File: src/rtl/pattern_detector.sv
// pattern_detector: serial bit-pattern matcher with care mask, overlap control and saturating match counter
// ports: clk; rst async active-high; x serial bit; en sample enable; load captures pat_in/mask_in;
//        clr_cnt clears match_cnt; z registered match pulse; match_cnt saturating count; busy while fill < N
module pattern_detector #(
  parameter int N = 4,
  parameter logic [N-1:0] PATTERN_INIT = 4'b1011,
  parameter bit OVERLAP = 1'b1,
  parameter int CNT_W = 8
) (
  input  logic             clk,
  input  logic             rst,
  input  logic             x,
  input  logic             en,
  input  logic             load,
  input  logic [N-1:0]     pat_in,
  input  logic [N-1:0]     mask_in,
  input  logic             clr_cnt,
  output logic             z,
  output logic [CNT_W-1:0] match_cnt,
  output logic             busy
);
  localparam int FW = $clog2(N + 1);
  localparam logic [FW-1:0] FULL = FW'(N);
  logic [N-1:0] win, pat, mask, win_nxt;
  logic [FW-1:0] fill, fill_inc;
  logic accept, hit;
  assign accept   = en & ~load;
  assign win_nxt  = {win[N-2:0], x};
  assign fill_inc = (fill == FULL) ? FULL : fill + 1'b1;
  assign hit      = accept && fill_inc == FULL && ((win_nxt ^ pat) & mask) == '0;
  assign busy     = fill < FULL;
  always_ff @(posedge clk or posedge rst) begin
    if (rst) begin
      z         <= 1'b0;
      match_cnt <= '0;
      win       <= '0;
      fill      <= '0;
      pat       <= PATTERN_INIT;
      mask      <= '1;
    end else begin
      z         <= hit;
      match_cnt <= clr_cnt ? '0 : (hit && ~&match_cnt) ? match_cnt + 1'b1 : match_cnt;
      if (load) begin
        pat  <= pat_in;
        mask <= mask_in;
        win  <= '0;
        fill <= '0;
      end else if (en) begin
        win  <= win_nxt;
        // non-overlapping mode restarts the fill so the next match needs N fresh bits
        fill <= (hit && !OVERLAP) ? '0 : fill_inc;
      end
    end
  end
endmodule

File: config.mk
export PLATFORM = sky130hd
export DESIGN_NAME = pattern_detector
export DESIGN_NICKNAME = d
export VERILOG_FILES = /design/src/rtl/pattern_detector.sv
export SDC_FILE = /design/constraint.sdc
export NUM_CORES = 1
export LEC_CHECK = 0
export ABC_AREA = 1
export CAP_MARGIN = 40
export CORE_MARGIN = 5
export CORE_UTILIZATION = 45
export CTS_CLUSTER_SIZE = 8
export DETAILED_ROUTE_END_ITERATION = 8
export HOLD_SLACK_MARGIN = 0.03
export PLACE_DENSITY = 0.83
export SKIP_CTS_REPAIR_TIMING = 1
export SLEW_MARGIN = 20
export SYNTH_ARGS = -nofsm -noshare
export SYNTH_HDL_FRONTEND = slang
export SYNTH_SLANG_ARGS = --single-unit
File: constraint.sdc
create_clock -name clk -period 3.45 [get_ports clk]
set_input_delay 0.5175 -clock clk [delete_from_list [all_inputs] [get_ports clk]]
set_output_delay 0.5175 -clock clk [all_outputs]
set_load 0.02 [all_outputs]
==> insert_results.sql <==
INSERT INTO impl_metrics (metric_group, metric, value, unit) VALUES
('routing', 'detail_route.wl_per_cell', '11.9', 'µm'),
('routing', 'drt-total-wl', '2.52', 'mm'),
('timing', 'slew_headroom', '71.5', '%'),
('pwr', 'pwr_density', '339', 'nW/µm²'),
('worst_setup_path', 'crit_end', 'match_cnt[5]', ''),
('clocking', 'ctsLongestPathBuffers', '2', ''),
('finish', 'num-nets-final', '198', ''),
('clocking', 'cts-htree-levels', '1', ''),
('synthesis', 'number_of_instances_in_the_synthesized_netlist', '155', ''),
('finish', 'antennaDiodeCount', '0', ''),
('worst_setup_path', 'timing.critical_path.buf_inv', '1', ''),
('finish', 'final_core_util', '57.4', '%'),
('worst_setup_path', 'slowest_stage', 'sky130_fd_sc_hd__clkdlybuf4s50_1', ''),
('global_routing', 'global_route_wire_length_before_repair', '4.50', 'mm'),
('worst_setup_path', 'worst_path_largest_cell_delay', '0.65', 'ns'),
('finish', 'most-common-layout-cells', 'sky130_fd_sc_hd__nand2_1 (47), sky130_fd_sc_hd__clkdlybuf4s50_1 (23), sky130_fd_sc_hd__dfrtp_1 (16)', ''),
('placed_design', 'gpl.final_weighted_congestion', '0.792', ''),
('worst_setup_path', 'worst-endpoint-required', '2.93', 'ns'),
('timing', 'timing.final.setup_violations', '0', ''),
('clocking', 'cts_tree', 'yes', ''),
('synthesis', 'syn_avg_cell_area', '8.20', 'µm²'),
('worst_setup_path', 'worst-r2r-cell-count', '9', ''),
('global_routing', 'grt_max_degree', '24', ''),
('placed_design', 'port-buffer-count', '23', ''),
('worst_setup_path', 'worst-path-max-fanout', '7', ''),
('clocking', 'insertion_delay', '0.30', 'ns'),
('synthesis', 'syn_std_cell_area', '1270', 'µm²'),
('global_routing', 'number_of_antenna_violations_at_the_first_check_in_global_routing', '0', ''),
('synthesis', 'yosysWarnings', '0', ''),
('synthesis', 'seq_area_frac_synth', '46.0', '%'),
('timing', 'max_slew.worst_pin.slew', '0.426', 'ns'),
('global_routing', 'via_count_of_the_first_global_routing_pass', '1070', ''),
('worst_setup_path', 'critical_path_class', 'reg -> out', ''),
('worst_setup_path', 'timing.critical_path.to_type', 'primary output', ''),
('run', 'maxCapViolCount', '0', ''),
('timing', 'rsz0062_at_grt', 'false', ''),
('synthesis', 'synth_cell_types', '28', ''),
('routing', 'via_count', '1043', ''),
('routing', 'route.antenna.remaining_nets', '0', ''),
('worst_setup_path', 'crit_path_start_kind', 'flop', ''),
('placed_design', 'detailed_place.area', '1530', 'µm²'),
('floorplan', 'dieArea', '3990', 'µm²'),
('floorplan', 'start_util', '46.5', '%'),
('worst_setup_path', 'worstPathArrival', '1.44', 'ns'),
('floorplan', 'die_h', '63.2', 'µm'),
('pwr', 'worst_case_vdd_ir_drop', '0.000230', 'V'),
('routing', 'drt_first_iter_violations', '21', ''),
('clocking', 'clock-root-buffer', 'sky130_fd_sc_hd__clkbuf_4', ''),
('worst_setup_path', 'path_delay_family', 'buffers and inverters', ''),
('clocking', 'clkTransAtPathRegs', '0.12', 'ns'),
('worst_setup_path', 'beginning_of_the_critical_path', 'match_cnt[5]', ''),
('finish', 'area_growth', '23.4', '%'),
('clocking', 'cts_inserted_buffers', '3', ''),
('floorplan', 'core_area', '2730', 'µm²'),
('pwr', 'cellLeakagePower', '0.754', 'nW'),
('timing', 'timing.final.crit_share', '56.8', '%'),
('status', 'outcome', 'finished clean', ''),
('timing', 'fin_skew', '0.00347', 'ns'),
('finish', 'final-instance-count-excl-fill', '211', ''),
('timing', 'achievable-frequency', '511', 'MHz'),
('routing', 'drt-pass1-iter-count', '4', ''),
('worst_setup_path', 'crit_chain', 'clkdlybuf4s50_1', ''),
('worst_setup_path', 'reg_to_reg_startpoint', 'fill[0]', ''),
('floorplan', 'placement_rows', '19', ''),
('timing', 'setup_tns', '0', 'ns'),
('global_routing', 'global_route_usage_sum', '13.5', '%'),
('clocking', 'clock-sinks', '23', ''),
('timing', 'finalHoldViolations', '0', ''),
('worst_setup_path', 'ff2ff_setup_slack', '1.79', 'ns'),
('finish', 'postLayoutCellArea', '1570', 'µm²'),
('timing', 'minimum_clock_period_after_layout', '1.96', 'ns');
metrics by stage:
step / power, mW / hold slack, ns / worst slack, ns
2_1_floorplan: 0.375 / 0.442 / 1.94
5_1_grt: 0.566 / 0.395 / 1.42
4_1_cts: 0.537 / 0.478 / 1.48
3_3_place_gp: 0.410 / 0.463 / 1.42
3_5_place_dp: 0.414 / 0.460 / 1.31
6_report: 0.531 / 0.393 / 1.49
where the power goes:
part / switching [mW] / leakage, nW / internal, mW
logic: 0.0594 / 0.449 / 0.0470
registers: 0.0125 / 0.290 / 0.291
clock network: 0.0759 / 0.0150 / 0.0451
state kept, by name (all words and copies together), names as in the netlist:
register,count
match_cnt,8
mask,4
fill,3
pat,4
z,1
win,3
how the worst min path moves through the flow:
stage	start	endpoint	slack, ns	cells past startpoint
6_report	rst	match_cnt[1]	0.39	2
5_1_grt	rst	match_cnt[1]	0.40	2
4_1_cts	mask[0]	mask[0]	0.48	2
3_5_place_dp	mask[1]	mask[1]	0.46	2
3_3_place_gp	mask[1]	mask[1]	0.46	2
2_1_floorplan	mask[0]	mask[0]	0.44	2
synthesized netlist by cell type:
master                      n  share of area, %
sky130_fd_sc_hd__dfrtp_1   16                31
sky130_fd_sc_hd__nor2_8     1               1.6
sky130_fd_sc_hd__inv_1     13               3.8
sky130_fd_sc_hd__nand2_2    8               3.9
sky130_fd_sc_hd__nor3_2     1              0.79
sky130_fd_sc_hd__o21ai_4    1               1.3
sky130_fd_sc_hd__clkbuf_1   2              0.59
sky130_fd_sc_hd__nand3_2    1              0.79
sky130_fd_sc_hd__nand3_4    1               1.4
sky130_fd_sc_hd__o21ai_0    6               2.4
sky130_fd_sc_hd__or2_2      1              0.49
sky130_fd_sc_hd__nand2_1   47                14
sky130_fd_sc_hd__o22ai_1    4               2.0
sky130_fd_sc_hd__and3_1     1              0.49
sky130_fd_sc_hd__nor3_1     3               1.2
sky130_fd_sc_hd__nand3_1   14               5.5
sky130_fd_sc_hd__dfstp_2    7                14
sky130_fd_sc_hd__buf_2      1              0.39
sky130_fd_sc_hd__a21oi_1    1              0.39
sky130_fd_sc_hd__ha_1       3               3.0
sky130_fd_sc_hd__inv_2      6               1.8
sky130_fd_sc_hd__nor2_4     2               1.8
sky130_fd_sc_hd__xor2_1     2               1.4
sky130_fd_sc_hd__nand4_1    1              0.49
sky130_fd_sc_hd__nand4_2    1              0.98
sky130_fd_sc_hd__nor2_1     9               2.7
sky130_fd_sc_hd__clkinv_1   1              0.29
sky130_fd_sc_hd__nand2_4    1              0.89
layout make-up:
cell class              instances  area [µm²]
multi-input cells             109         599
well taps                      31        38.8
flip-flops and latches         23         584
fillers                       226        1160
clock buffers                   4        26.3
repair buffers                 24         245
inverters                      20        75.1
metal layers:
metal	global-route usage, %	wire length [µm]	vias to the layer above
met5	0	0	-
met4	6.37	39	0
met3	0.888	53	4
met2	24.0	1260	14
met1	16.4	1160	485
li1	-	-	540
logic make-up (layout without fill, tap and decap cells):
| logic type | after synthesis | in the layout | synth area share (%) |
|---|---|---|---|
| flip-flops | 23 | 23 | 46.0 |
| AND/OR/NAND/NOR | 92 | 92 | 36.8 |
| AO/OA/AOI/OAI | 12 | 12 | 6.00 |
| adder cells (fa/ha/maj) | 3 | 3 | 2.95 |
| buffers and inverters | 23 | 48 | 6.89 |
| XOR/XNOR | 2 | 2 | 1.38 |
No activity file was read; power rests on OpenSTA's default activity.
